**config.mk**
```make
export PLATFORM = sky130hd
export DESIGN_NAME = pipe_hazard_ctrl
export DESIGN_NICKNAME = d
export VERILOG_FILES = /design/src/rtl/pipe_hazard_ctrl_pkg.sv /design/src/rtl/pipe_hazard_ctrl_scoreboard.sv /design/src/rtl/pipe_hazard_ctrl.sv
export SDC_FILE = /design/constraint.sdc
export NUM_CORES = 1
export LEC_CHECK = 0
export CAP_MARGIN = 30
export CELL_PAD_IN_SITES_DETAIL_PLACEMENT = 1
export CELL_PAD_IN_SITES_GLOBAL_PLACEMENT = 2
export CORE_MARGIN = 10
export CORE_UTILIZATION = 34
export CTS_CLUSTER_DIAMETER = 120
export DETAILED_ROUTE_END_ITERATION = 6
export HOLD_SLACK_MARGIN = 0.05
export PLACE_DENSITY_LB_ADDON = 0.1
export SKIP_CTS_REPAIR_TIMING = 1
export SYNTH_ARGS = -nofsm -noshare
export SYNTH_HDL_FRONTEND = slang
export SYNTH_SLANG_ARGS = --single-unit
```
**constraint.sdc**
```tcl
create_clock -name clk -period 9.4 [get_ports clk]
set_clock_uncertainty 0.05 [all_clocks]
set_input_delay 1.41 -clock clk [delete_from_list [all_inputs] [get_ports clk]]
set_output_delay 1.41 -clock clk [all_outputs]
set_load 0.02 [all_outputs]
```
**src/rtl/pipe_hazard_ctrl_pkg.sv**
```systemverilog
// Shared definitions for the pipeline hazard/control unit:
// register index width, PC width, scoreboard counter width and FSM state encodings.
package pipe_hazard_ctrl_pkg;

    localparam int REG_IDX  = 5;
    localparam int ADDR_LEN = 32;
    localparam int SB_CNT_W = 3;

    typedef enum logic [1:0] {
        HZ_DRAIN  = 2'd0,
        HZ_RUN    = 2'd1,
        HZ_FREEZE = 2'd2
    } hz_state_e;

endpackage

```
**src/rtl/pipe_hazard_ctrl_scoreboard.sv**
```systemverilog
// hazard_scoreboard: one down-counter per architectural register holding the
// number of cycles a consumer must still wait for an in-flight load result.
// x0 is never tracked. An issue write to a register overrides its decrement.
module hazard_scoreboard
    import pipe_hazard_ctrl_pkg::*;
#(
    parameter int REG_W = REG_IDX
) (
    input  logic                clk,
    input  logic                rst,
    input  logic                dec_en,
    input  logic                wr_en,
    input  logic [REG_W-1:0]    wr_idx,
    input  logic [SB_CNT_W-1:0] wr_val,
    input  logic [REG_W-1:0]    rd_a_idx,
    input  logic [REG_W-1:0]    rd_b_idx,
    output logic                busy_a,
    output logic                busy_b
);

    localparam int NREG = 2 ** REG_W;

    logic [SB_CNT_W-1:0] cnt_q [NREG];
    logic [SB_CNT_W-1:0] cnt_d [NREG];

    // Next counter values: decrement nonzero entries, newest issue write wins.
    always_comb begin
        for (int r = 0; r < NREG; r++) begin
            cnt_d[r] = cnt_q[r];
            if (dec_en && (cnt_q[r] != '0)) begin
                cnt_d[r] = cnt_q[r] - 1'b1;
            end
            if (wr_en && (wr_idx == REG_W'(r))) begin
                cnt_d[r] = wr_val;
            end
        end
        cnt_d[0] = '0;
    end

    // Counter array registers, cleared by reset.
    always_ff @(posedge clk) begin
        if (rst) begin
            for (int r = 0; r < NREG; r++) begin
                cnt_q[r] <= '0;
            end
        end else begin
            for (int r = 0; r < NREG; r++) begin
                cnt_q[r] <= cnt_d[r];
            end
        end
    end

    // Read ports: a register is busy while its counter is nonzero (x0 never).
    always_comb begin
        busy_a = (rd_a_idx != '0) && (cnt_q[rd_a_idx] != '0);
        busy_b = (rd_b_idx != '0) && (cnt_q[rd_b_idx] != '0);
    end

endmodule

```
**src/rtl/pipe_hazard_ctrl.sv**
```systemverilog
// pipe_hazard_ctrl: hold/flush/redirect control for the 5-stage RV32 pipe.
// Optional performance counters are built when HAZARD_PERF_EN is defined.
//
// state     | meaning
// ----------+-------------------------------------------------------------
// HZ_DRAIN  | after reset: bubbles into IF/ID and ID/EX, PC held
// HZ_RUN    | normal flow; ex_jmp > load-use stall > id_jmp
// HZ_FREEZE | memory wait: every stage held, scoreboard frozen
//
// RUN/FREEZE follow mem_busy combinationally: a cycle with mem_busy=1 behaves
// as FREEZE, and the first cycle with mem_busy=0 already behaves as RUN.
module pipe_hazard_ctrl
    import pipe_hazard_ctrl_pkg::*;
#(
    parameter int REG_W     = REG_IDX,
    parameter int ADDR_W    = ADDR_LEN,
    parameter int LOAD_LAT  = 1,
    parameter int DRAIN_CYC = 4
) (
    input  logic              clk,
    input  logic              rst,
    input  logic              id_valid,
    input  logic [REG_W-1:0]  id_rs1_idx,
    input  logic              id_rs1_use,
    input  logic [REG_W-1:0]  id_rs2_idx,
    input  logic              id_rs2_use,
    input  logic [REG_W-1:0]  id_rd_idx,
    input  logic              id_rd_we,
    input  logic              id_is_load,
    input  logic              id_jmp,
    input  logic [ADDR_W-1:0] id_jmp_addr,
    input  logic              ex_jmp,
    input  logic [ADDR_W-1:0] ex_jmp_addr,
    input  logic              mem_busy,
`ifdef HAZARD_PERF_EN
    output logic [31:0]       perf_stall_cnt,
    output logic [31:0]       perf_flush_cnt,
    output logic [31:0]       perf_freeze_cnt,
`endif
    output logic              if_hold,
    output logic              ifid_hold,
    output logic              ifid_flush,
    output logic              idex_hold,
    output logic              idex_flush,
    output logic              exmem_hold,
    output logic              memwb_hold,
    output logic              redirect,
    output logic [ADDR_W-1:0] redirect_addr
);

    localparam logic [3:0]          DRAIN_LAST = 4'(DRAIN_CYC - 1);
    localparam logic [SB_CNT_W-1:0] LOAD_VAL   = SB_CNT_W'(LOAD_LAT);

    hz_state_e  state_q, state_d;
    logic [3:0] drain_cnt_q, drain_cnt_d;

    logic in_drain, run, freeze;
    logic busy_a, busy_b;
    logic stall, issue, sb_wr;

    // Operating mode for this cycle.
    always_comb begin
        in_drain = (state_q == HZ_DRAIN);
        run      = !in_drain && !mem_busy;
        freeze   = !in_drain && mem_busy;
        stall    = run && id_valid &&
                   ((id_rs1_use && busy_a) || (id_rs2_use && busy_b));
        issue    = run && id_valid && !stall && !ex_jmp;
        sb_wr    = issue && id_rd_we;
    end

    hazard_scoreboard #(
        .REG_W (REG_W)
    ) u_scoreboard (
        .clk      (clk),
        .rst      (rst),
        .dec_en   (run),
        .wr_en    (sb_wr),
        .wr_idx   (id_rd_idx),
        .wr_val   (id_is_load ? LOAD_VAL : '0),
        .rd_a_idx (id_rs1_idx),
        .rd_b_idx (id_rs2_idx),
        .busy_a   (busy_a),
        .busy_b   (busy_b)
    );

    // Next state and drain timer.
    always_comb begin
        state_d     = state_q;
        drain_cnt_d = drain_cnt_q;
        case (state_q)
            HZ_DRAIN: begin
                if (drain_cnt_q == DRAIN_LAST) begin
                    state_d = HZ_RUN;
                end else begin
                    drain_cnt_d = drain_cnt_q + 4'd1;
                end
            end
            HZ_RUN, HZ_FREEZE: begin
                state_d = mem_busy ? HZ_FREEZE : HZ_RUN;
            end
            default: begin
                state_d     = HZ_DRAIN;
                drain_cnt_d = '0;
            end
        endcase
    end

    // FSM state and drain counter registers.
    always_ff @(posedge clk) begin
        if (rst) begin
            state_q     <= HZ_DRAIN;
            drain_cnt_q <= '0;
        end else begin
            state_q     <= state_d;
            drain_cnt_q <= drain_cnt_d;
        end
    end

    // Stage controls: drain bubbles, freeze holds, or RUN priority chain.
    always_comb begin
        if_hold       = 1'b0;
        ifid_hold     = 1'b0;
        ifid_flush    = 1'b0;
        idex_hold     = 1'b0;
        idex_flush    = 1'b0;
        exmem_hold    = 1'b0;
        memwb_hold    = 1'b0;
        redirect      = 1'b0;
        redirect_addr = '0;
        if (in_drain) begin
            if_hold    = 1'b1;
            ifid_flush = 1'b1;
            idex_flush = 1'b1;
        end else if (freeze) begin
            if_hold    = 1'b1;
            ifid_hold  = 1'b1;
            idex_hold  = 1'b1;
            exmem_hold = 1'b1;
            memwb_hold = 1'b1;
        end else if (ex_jmp) begin
            redirect      = 1'b1;
            redirect_addr = ex_jmp_addr;
            ifid_flush    = 1'b1;
            idex_flush    = 1'b1;
        end else if (stall) begin
            if_hold    = 1'b1;
            ifid_hold  = 1'b1;
            idex_flush = 1'b1;
        end else if (id_jmp) begin
            redirect      = 1'b1;
            redirect_addr = id_jmp_addr;
            ifid_flush    = 1'b1;
        end
    end

`ifdef HAZARD_PERF_EN
    logic [31:0] perf_stall_q,  perf_stall_d;
    logic [31:0] perf_flush_q,  perf_flush_d;
    logic [31:0] perf_freeze_q, perf_freeze_d;

    // Saturating event counters.
    always_comb begin
        perf_stall_d  = perf_stall_q;
        perf_flush_d  = perf_flush_q;
        perf_freeze_d = perf_freeze_q;
        if (stall && (perf_stall_q != '1)) begin
            perf_stall_d = perf_stall_q + 32'd1;
        end
        if (redirect && (perf_flush_q != '1)) begin
            perf_flush_d = perf_flush_q + 32'd1;
        end
        if (freeze && (perf_freeze_q != '1)) begin
            perf_freeze_d = perf_freeze_q + 32'd1;
        end
    end

    // Performance counter registers.
    always_ff @(posedge clk) begin
        if (rst) begin
            perf_stall_q  <= '0;
            perf_flush_q  <= '0;
            perf_freeze_q <= '0;
        end else begin
            perf_stall_q  <= perf_stall_d;
            perf_flush_q  <= perf_flush_d;
            perf_freeze_q <= perf_freeze_d;
        end
    end

    assign perf_stall_cnt  = perf_stall_q;
    assign perf_flush_cnt  = perf_flush_q;
    assign perf_freeze_cnt = perf_freeze_q;
`endif

endmodule
```
-- Word-level counts from Yosys, hierarchy flattened
Memory sizes are Yosys's and may differ from the RTL's.
Index checks and enable logic that the tools add are counted.
- register bits: 6
- bits in latches: 0
- memory bits (writable): 96
- bits in read-only memories: 0
- output and inout bits: 40
- logic and storage cells: 344
- memories kept: 1
- add/sub/neg operators: 32
- multipliers: 0
- divide/modulo/power cells: 0
- magnitude comparators: 0
- equal/unequal tests: 36
- shifts and indexed selects: 0
- muxes and demuxes: 124
- bitwise operators: 33
- reductions and logical operators: 116
- memory list (name ; words ; bits a word ; rd ports ; clocked after Yosys merged registers in ; wr ports ; RTL line ; RTL):
    u_scoreboard.cnt_q ; 32 ; 3 ; 33 ; 0 ; 32 ; pipe_hazard_ctrl_scoreboard.sv:23 ; logic [SB_CNT_W-1:0] cnt_q [NREG];
- operators with widths (cell ; count):
    3-bit two-way mux ; 94
    32-bit two-way mux ; 5
    3-bit nonzero test ; 33
    3-bit by 1-bit subtractor with 3-bit output, second input constant ; 31
    5-bit == test, second input constant ; 16
    1-bit logical AND ; 73
    5-bit by 4-bit == test with 1-bit output, second input constant ; 8
    1-bit bitwise OR ; 32
    5-bit by 3-bit == test with 1-bit output, second input constant ; 4
    1-bit two-way mux ; 20
    5-bit by 2-bit == test with 1-bit output, second input constant ; 2
    5-bit nonzero test ; 2
    4-bit one-hot mux with 2 select lines ; 1
    5-bit by 1-bit == test with 1-bit output, second input constant ; 1
    4-bit by 1-bit adder with 4-bit output, second input constant ; 1
    4-bit by 2-bit == test with 1-bit output, second input constant ; 1
    1-bit logical NOT ; 4
    2-bit two-way mux ; 2
    4-bit two-way mux ; 1
    2-bit one-hot mux with 2 select lines ; 1
    2-bit by 1-bit == test with 1-bit output, second input constant ; 1
    2-bit == test, second input constant ; 1
    2-bit logical NOT ; 1
    2-bit by 1-bit inequality test with 1-bit output, second input constant ; 1
    other kinds (5) ; 5

-- Depth between registers and ports, before layout
Gate-level depths: netlist of the first run.
An unclocked memory read counts as a cell.
- depth after elaboration: 13
- depth in mapped cells: 11
- mapped depth without buffers: 8

-- Modules after synthesis
From an unflattened synthesis of the first run, not the netlist that was laid out.
- cells, all modules: 1024
- area, all modules: 7292.0 um^2
- by module, submodules not included (module ; instances ; cells each ; area an instance (um^2) ; sequential area each (um^2)):
    hazard_scoreboard ; 1 ; 887 ; 6392.4 ; 1861.8
    pipe_hazard_ctrl ; 1 ; 137 ; 899.6 ; 120.1

-- Worst setup path before layout of the first run
No wires, ideal clock.
- path type: input -> output
- start point: input id_rs1_idx[0]
- end point: output redirect_addr[10]
- data arrival time: 3.809 ns
- setup slack: 4.131 ns
- cell stages on the path: 9
- buffers on the path: 2
- path through: buf_2 or2b_1 o22ai_1 a2111o_1 o211a_1 a2111o_1 a2111oi_4 buf_6 a22o_1
- longest elaborated chain between the ends: 10
- RTL lines (what ; RTL line ; RTL):
    start, declared ; pipe_hazard_ctrl.sv:23 ; input logic [REG_W-1:0] id_rs1_idx,
    memory read 32 x 3 bit ; -- ;
    3-bit nonzero test ; pipe_hazard_ctrl_scoreboard.sv:55 ; busy_a = (rd_a_idx != '0) && (cnt_q[rd_a_idx] != '0);
    1-bit logical AND * ; pipe_hazard_ctrl_scoreboard.sv:55 ;
    1-bit logical AND * ; pipe_hazard_ctrl.sv:67 ; ((id_rs1_use && busy_a) || (id_rs2_use && busy_b));
    1-bit logical OR * ; pipe_hazard_ctrl.sv:67 ;
    1-bit logical AND * ; pipe_hazard_ctrl.sv:66 ; stall = run && id_valid &&
    32-bit two-way mux * ; pipe_hazard_ctrl.sv:146 ; end else if (stall) begin
    32-bit two-way mux * ; pipe_hazard_ctrl.sv:141 ; end else if (ex_jmp) begin
    32-bit two-way mux * ; pipe_hazard_ctrl.sv:135 ; end else if (freeze) begin
    32-bit two-way mux * ; pipe_hazard_ctrl.sv:131 ; if (in_drain) begin
    end, declared ; pipe_hazard_ctrl.sv:48 ; output logic [ADDR_W-1:0] redirect_addr
Mark *: on every way between the ends. The rest lies on a longest branch, timed or not.

-- Worst setup path after layout of the first run
- start point: input id_rs1_idx[1]
- end point: output redirect_addr[9]
The elaborated chain is that of the path after synthesis.

==> flow_metrics.tcl, run 1 <==
set metrics [dict create \
    run_status "completed" \
    layoutNonFillerInstCount 1266 \
    timing.critical_path.from "id_rs1_idx[1]" \
    timing.setup.critical_path_class "in2out" \
    die_y_um 165 \
    synth_fp_nets 1045 \
    drt.antenna.violating_nets 0 \
    floorplan.initialDensity 0.348 \
    grt_pass1_vias 6781 \
    area_delta_synth_final_pct 25.6 \
    startpoint_type "input pin" \
    regToRegEndpoint "u_scoreboard.cnt_q[29][2]$_SDFFE_PP0P_" \
    post_synth_num_cell_types 56 \
    dr.pass1.iters 4 \
    critPathSlowestCell "sky130_fd_sc_hd__clkdlybuf4s50_1" \
    clock-sinks 99 \
    grt_antenna_before_repair 0 \
    layout.cells.most_common "sky130_fd_sc_hd__clkdlybuf4s50_1" \
    dieWidth_um 165 \
    crit_path_cell_trace "clkdlybuf4s50_1 > mux2_2 > a221o_1 > a211oi_1 > o32ai_1 > a2111o_1 > a2111oi_4 > buf_4 > a22o_1 > clkdlybuf4s50_1" \
    power.combinational.fraction 0.186 \
    globalRoute.totalOverflow 0 \
    numCtsBuffers 9 \
    setup-violations-final 0 \
    cellPowerDensity_mw_per_mm2 113 \
    critPathRequiredTime_ns 7.94 \
    holdCritPathClass "reg2reg" \
    port_buffers 128 \
    floorplan.rows 52 \
    fin_nets 1145 \
    syn_inst 891 \
    endpoint_kind "primary output" \
    crit_path_max_incr_delay_ns 0.95 \
    critical_path.most_common_cell "sky130_fd_sc_hd__clkdlybuf4s50_1" \
    hpwlAfterDp_mm 18.6 \
    maxCapViolCount 0 \
    cts_root_buffer "sky130_fd_sc_hd__clkbuf_16" \
    design.core.area_sq_mm 0.0204 \
    clk-insertion-delay-late_ns 0.35 \
    pre_cts_ws_ns 2.15 \
    critical_path.reg2reg.startpoint "state_q[0]$_SDFFE_PP0P_" \
    dr_total_vias 6642 \
    static-leakage-power_uw 0.00287 \
    routed_wirelength_mm 23.9 \
    globalplace.congestion 0.807 \
    power_switching_uw 288 \
    h_tree_levels 3 \
    period_needed_ns 7.25 \
    clkPwrFrac 0.390 \
    maximum_number_of_pins_on_one_net_before_global_route_repair 67 \
    fill_cells 2439 \
    track_usage 0.176 \
    layout_common_cells "127 x sky130_fd_sc_hd__clkdlybuf4s50_1, 100 x sky130_fd_sc_hd__inv_1, 99 x sky130_fd_sc_hd__dfxtp_1" \
    layout_setup_ws_ns 2.15 \
    seq_power_share 0.424 \
    synth-edff-count 0 \
    dpl.cell_count 1250 \
    wl_per_cell_um 18.9 \
    cp.arrival_ns 5.79 \
    first_pass_grt_wire_length_mm 38.2 \
    n_antenna_cell 0 \
    timing_hold_violations_final 0 \
    ff2ff_setup_slack_ns 5.84 \
    ys_async_sr_fraction 0 \
    p_int_uw 721 \
    yosys_warnings 0 \
    final_max_slew_violation_count 0 \
    critical_path.endpoint "redirect_addr[9]" \
    synth_seq_cells 99 \
    clk_pin_slew_ns 0.07 \
    fp.dieArea_sq_mm 0.0271 \
    power.switching_fraction 0.286 \
    reg2reg_path_depth 11 \
    max-clock-path-buffers 2 \
    drt_via_density 5.25 \
    drc_errors 0 \
    drt_iter0_drc 366 \
    crit_path_max_fanout 32 \
    vdd.ir_drop.worst_mv 0.0943 \
    synth-seq-area-share 0.279 \
    period_share 0.771 \
    maxSlewHeadroom 0.413 \
    mapped_cell_area_sq_mm 0.00711 \
    setup_tns_ns 0 \
    synth_flop_cell "sky130_fd_sc_hd__dfxtp_1" \
    ioPinCount 129 \
    clock_tree_from_tritoncts "yes" \
    setup_repair_after_global_routing_missed_its_margin "no" \
    drive_gt1_frac 0.0833 \
    fmax_mhz 138 \
    synth_area_per_cell_sq_um 7.98 \
    worst_slew_pin_tran_ns 0.878 \
]
-- metrics by stage --
stage	util	hold slack [ns]	cell area, sq um	total power, uW
after global routing	0.437	0.507	8930	1060
after detailed placement	0.422	0.453	8620	626
final	0.437	0.457	8930	1010
after CTS	0.437	0.462	8930	1020
after global placement	0.419	0.439	8560	621
after floorplan	-	0.414	7110	535
-- Yosys cell counts (3+ instances only) --
library cell | count | area (sq um)
sky130_fd_sc_hd__nor3_1 | 78 | 390
sky130_fd_sc_hd__nor2_1 | 75 | 282
sky130_fd_sc_hd__a31oi_1 | 3 | 18.8
sky130_fd_sc_hd__ha_1 | 65 | 813
sky130_fd_sc_hd__dfxtp_1 | 99 | 1980
sky130_fd_sc_hd__nor4_2 | 19 | 238
sky130_fd_sc_hd__clkbuf_1 | 35 | 131
sky130_fd_sc_hd__xnor2_1 | 31 | 272
sky130_fd_sc_hd__nand3_1 | 19 | 95.1
sky130_fd_sc_hd__mux2i_1 | 5 | 50.1
sky130_fd_sc_hd__or4_1 | 6 | 45.0
sky130_fd_sc_hd__o21ai_0 | 62 | 310
sky130_fd_sc_hd__nor2b_1 | 9 | 56.3
sky130_fd_sc_hd__mux2_2 | 21 | 236
sky130_fd_sc_hd__nand2_1 | 73 | 274
sky130_fd_sc_hd__nand2b_1 | 12 | 75.1
sky130_fd_sc_hd__a211oi_1 | 9 | 67.6
sky130_fd_sc_hd__mux4_2 | 5 | 113
sky130_fd_sc_hd__a311oi_1 | 18 | 158
sky130_fd_sc_hd__a22o_1 | 32 | 280
sky130_fd_sc_hd__buf_1 | 4 | 15.0
sky130_fd_sc_hd__and3_1 | 8 | 50.1
sky130_fd_sc_hd__nor4_1 | 20 | 125
sky130_fd_sc_hd__nor3b_1 | 4 | 30.0
sky130_fd_sc_hd__and2_1 | 5 | 31.3
sky130_fd_sc_hd__buf_6 | 5 | 56.3
sky130_fd_sc_hd__inv_1 | 100 | 375
sky130_fd_sc_hd__a41oi_1 | 8 | 70.1
sky130_fd_sc_hd__nand3b_1 | 5 | 37.5
sky130_fd_sc_hd__a21oi_1 | 12 | 60.1
sky130_fd_sc_hd__buf_2 | 7 | 35.0
-- worst min path at each step --
stage / from / end / cells past startpoint
after CTS: drain_cnt_q[3]$_SDFFE_PP0P_ / drain_cnt_q[2]$_SDFFE_PP0P_ / 2
after detailed placement: drain_cnt_q[3]$_SDFFE_PP0P_ / drain_cnt_q[2]$_SDFFE_PP0P_ / 2
after floorplan: drain_cnt_q[3]$_SDFFE_PP0P_ / drain_cnt_q[2]$_SDFFE_PP0P_ / 2
final: drain_cnt_q[3]$_SDFFE_PP0P_ / drain_cnt_q[2]$_SDFFE_PP0P_ / 2
after global routing: drain_cnt_q[3]$_SDFFE_PP0P_ / drain_cnt_q[2]$_SDFFE_PP0P_ / 2
after global placement: drain_cnt_q[3]$_SDFFE_PP0P_ / drain_cnt_q[2]$_SDFFE_PP0P_ / 2
-- layer usage --
metal  up-vias  wire length [um]  global-route usage
li1       3372                 -                   -
met1      3147             10500               0.218
met2       113             12000               0.310
met3        10              1220              0.0393
met4         0               191              0.0278
met5         -                 0                   0
-- power groups by stage --
stage          Sequential (uW)  Clock [uW]  Combinational, uW
3_3_place_gp               438           0                183
3_5_place_dp               438           0                188
5_1_grt                    429         424                203
6_report                   428         393                187
2_1_floorplan              437           0               97.6
4_1_cts                    428         407                189
-- registers in the layout, indices dropped and copies added (netlist names) --
name	count
state_q	2
drain_cnt_q	4
u_scoreboard.cnt_q	93
-- area by class of cell --
cell class              count  area (sq um)  share of cell area
clock buffers               9           225              0.0252
repair buffers            142          1420               0.159
clock inverters             7          81.3             0.00911
multi-input cells         639          4510               0.504
flip-flops and latches     99          1980               0.222
inverters                 100           375              0.0420
well taps                 270           338              0.0378
-- logic make-up after synthesis --
kind of cell,count (synthesis),share of synthesized area
flops,99,0.279
fa+ha+maj,65,0.114
compound gates,169,0.171
xor+xnor,31,0.0382
buf+inv,153,0.0883
simple gates,343,0.253
mux,31,0.0561
-- critical path: cells and delay by family --
| family | cells | cell delay (ns) |
|---|---|---|
| AO/OA/AOI/OAI | 6 | 1.96 |
| multiplexers | 1 | 0.41 |
| buffers and inverters | 3 | 1.97 |
(Power assumes the default switching activity.)
==> run 2: changes to the inputs <==
--- a/config.mk
+++ b/config.mk
@@ -9,7 +9,7 @@
 export CELL_PAD_IN_SITES_DETAIL_PLACEMENT = 1
 export CELL_PAD_IN_SITES_GLOBAL_PLACEMENT = 2
 export CORE_MARGIN = 10
-export CORE_UTILIZATION = 34
+export CORE_UTILIZATION = 31
 export CTS_CLUSTER_DIAMETER = 120
 export DETAILED_ROUTE_END_ITERATION = 6
 export HOLD_SLACK_MARGIN = 0.05
==> constraint.sdc (replaced) <==
create_clock -name clk -period 7.2 [get_ports clk]
set_clock_uncertainty 0.05 [all_clocks]
set_input_delay 1.08 -clock clk [delete_from_list [all_inputs] [get_ports clk]]
set_output_delay 1.08 -clock clk [all_outputs]
set_load 0.02 [all_outputs]
==> run 2 against run 1 <==
Combinational power rose by 31%. Worst hold slack got worse by 0.0027 ns. Wire length grew 3.7%. Total power increased by 27%. First-iteration DRC count shrank 22%. Non-clock buffer count is 2 higher. Largest power group unchanged. Global-route usage fell by 0.64 points.
==> flow_metrics.tcl, run 2 (synthesized netlist as in run 1, its figures left out) <==
set metrics [dict create \
    layout_common_cells "127 x sky130_fd_sc_hd__clkdlybuf4s50_1, 100 x sky130_fd_sc_hd__inv_1, 99 x sky130_fd_sc_hd__dfxtp_1" \
    die_y_um 171 \
    clock-sinks 99 \
    floorplan.initialDensity 0.314 \
    numCtsBuffers 9 \
    critPathRequiredTime_ns 6.07 \
    wl_per_cell_um 19.3 \
    floorplan.rows 55 \
    dieWidth_um 171 \
    hold-worst-slack_ns 0.454 \
    vdd.ir_drop.worst_mv 0.110 \
    dpl.cell_count 1267 \
    dr_total_vias 6753 \
    registers.top_by_ff_count "u_scoreboard.cnt_q" \
    setup-violations-final 0 \
    timing_hold_violations_final 0 \
    timing.setup.critical_path_class "in2out" \
    clk-insertion-delay-late_ns 0.36 \
    static-leakage-power_uw 0.00286 \
    holdCritPathClass "reg2reg" \
    run_status "completed" \
    setup_tns_ns 0 \
    area_delta_synth_final_pct 25.5 \
    clk_pin_slew_ns 0.08 \
    drt_via_density 5.26 \
    drive_gt1_frac 0.0852 \
    layoutNonFillerInstCount 1283 \
    n_antenna_cell 0 \
    globalRoute.totalOverflow 0 \
    globalplace.congestion 0.846 \
    setup_repair_after_global_routing_missed_its_margin "no" \
    hpwlAfterDp_mm 19.0 \
    max-clock-path-buffers 2 \
    finalCoreUtilization 0.394 \
    drt.antenna.violating_nets 0 \
    largest_register_ffs 93 \
    cp.arrival_ns 5.08 \
    drc_errors 0 \
    cts_root_buffer "sky130_fd_sc_hd__clkbuf_16" \
    fin_nets 1147 \
    first_pass_grt_wire_length_mm 39.4 \
    startpoint_type "input pin" \
    crit_path_max_fanout 32 \
    clock_tree_from_tritoncts "yes" \
    layout.cells.most_common "sky130_fd_sc_hd__clkdlybuf4s50_1" \
    drt_iter0_drc 287 \
    endpoint_kind "primary output" \
    worst_slew_pin_tran_ns 0.922 \
    period_needed_ns 6.21 \
    port_buffers 128 \
    maxSlewHeadroom 0.383 \
    h_tree_levels 3 \
    maximum_number_of_pins_on_one_net_before_global_route_repair 56 \
    maxCapViolCount 0 \
    grt_antenna_before_repair 0 \
    routed_wirelength_mm 24.8 \
    fmax_mhz 161 \
    track_usage 0.170 \
    fp.dieArea_sq_mm 0.0294 \
    final_max_slew_violation_count 0 \
    ioPinCount 129 \
    largestRegisters "u_scoreboard.cnt_q x93, drain_cnt_q x4, state_q x2" \
    dr.pass1.iters 4 \
    period_share 0.863 \
    design.core.area_sq_mm 0.0226 \
    cellPowerDensity_mw_per_mm2 144 \
    grt_pass1_vias 7046 \
]
==> run 2: cell types whose count changed in the layout (fill, tap and decap cells not counted) <==
cell	previous run	this run
sky130_fd_sc_hd__buf_12	1	0
sky130_fd_sc_hd__buf_8	1	0
sky130_fd_sc_hd__bufinv_16	1	0
sky130_fd_sc_hd__buf_4	12	16
sky130_fd_sc_hd__clkinv_4	1	3
sky130_fd_sc_hd__inv_6	3	2
==> run 2: cell type report <==
type                    count  area, sq um
clock buffers               9          225
clock inverters             7         60.1
fillers                  2709        13700
inverters                 100          375
multi-input cells         639         4510
flip-flops and latches     99         1980
well taps                 285          357
repair buffers            144         1420
==> run 2: final timing paths <==
| kind | slack (ns) | cells past startpoint | to | start |
|---|---|---|---|---|
| max | 0.99 | 10 | redirect_addr[20] | id_rs1_idx[0] |
| min | 0.45 | 2 | drain_cnt_q[2]$_SDFFE_PP0P_ | drain_cnt_q[3]$_SDFFE_PP0P_ |
| max reg2reg | 3.64 | 8 | u_scoreboard.cnt_q[25][0]$_SDFFE_PP0P_ | u_scoreboard.cnt_q[17][0]$_SDFFE_PP0P_ |
| min reg2reg | 0.45 | 2 | drain_cnt_q[2]$_SDFFE_PP0P_ | drain_cnt_q[3]$_SDFFE_PP0P_ |
==> run 2: power breakdown <==
part	total [uW]	internal, uW	switching, uW
clock network	481	241	240
registers	559	553	5.52
logic	245	109	135
==> run 2: critical path, stage by stage <==
cell and delay, ns:
sky130_fd_sc_hd__clkdlybuf4s50_1 0.90, sky130_fd_sc_hd__nand2b_1 0.18, sky130_fd_sc_hd__or4_1 0.48, sky130_fd_sc_hd__nand4_1 0.12, sky130_fd_sc_hd__nand3_1 0.16, sky130_fd_sc_hd__a2111o_1 0.53, sky130_fd_sc_hd__a2111oi_4 0.37, sky130_fd_sc_hd__buf_4 0.40
sky130_fd_sc_hd__a22o_1 0.19, sky130_fd_sc_hd__clkdlybuf4s50_1 0.64
==> run 2: stage by stage <==
step	setup WS (ns)	instance area, sq um	power, uW
after global routing	0.739	8920	1350
after global placement	1.03	8610	817
after detailed placement	0.990	8640	818
after floorplan	2.59	7110	698
after CTS	0.996	8920	1310
final	0.985	8920	1280
==> run 2: metal layers <==
layer	vias up	GRT usage	share of wire
met3	13	0.0438	0.050
met4	0	0.0306	0.011
met2	114	0.293	0.49
met1	3251	0.209	0.45
met5	-	0	0
li1	3375	-	-
==> run 3: changes to the inputs <==
--- a/config.mk
+++ b/config.mk
@@ -10,11 +10,12 @@
 export CELL_PAD_IN_SITES_GLOBAL_PLACEMENT = 2
 export CORE_MARGIN = 10
 export CORE_UTILIZATION = 31
-export CTS_CLUSTER_DIAMETER = 120
+export CTS_CLUSTER_DIAMETER = 40
 export DETAILED_ROUTE_END_ITERATION = 6
 export HOLD_SLACK_MARGIN = 0.05
 export PLACE_DENSITY_LB_ADDON = 0.1
 export SKIP_CTS_REPAIR_TIMING = 1
+export SKIP_LAST_GASP = 1
 export SYNTH_ARGS = -nofsm -noshare
 export SYNTH_HDL_FRONTEND = slang
 export SYNTH_SLANG_ARGS = --single-unit
==> results of run 3 <==
No change in the layout: final DEF, timing and power equal those of run 2.
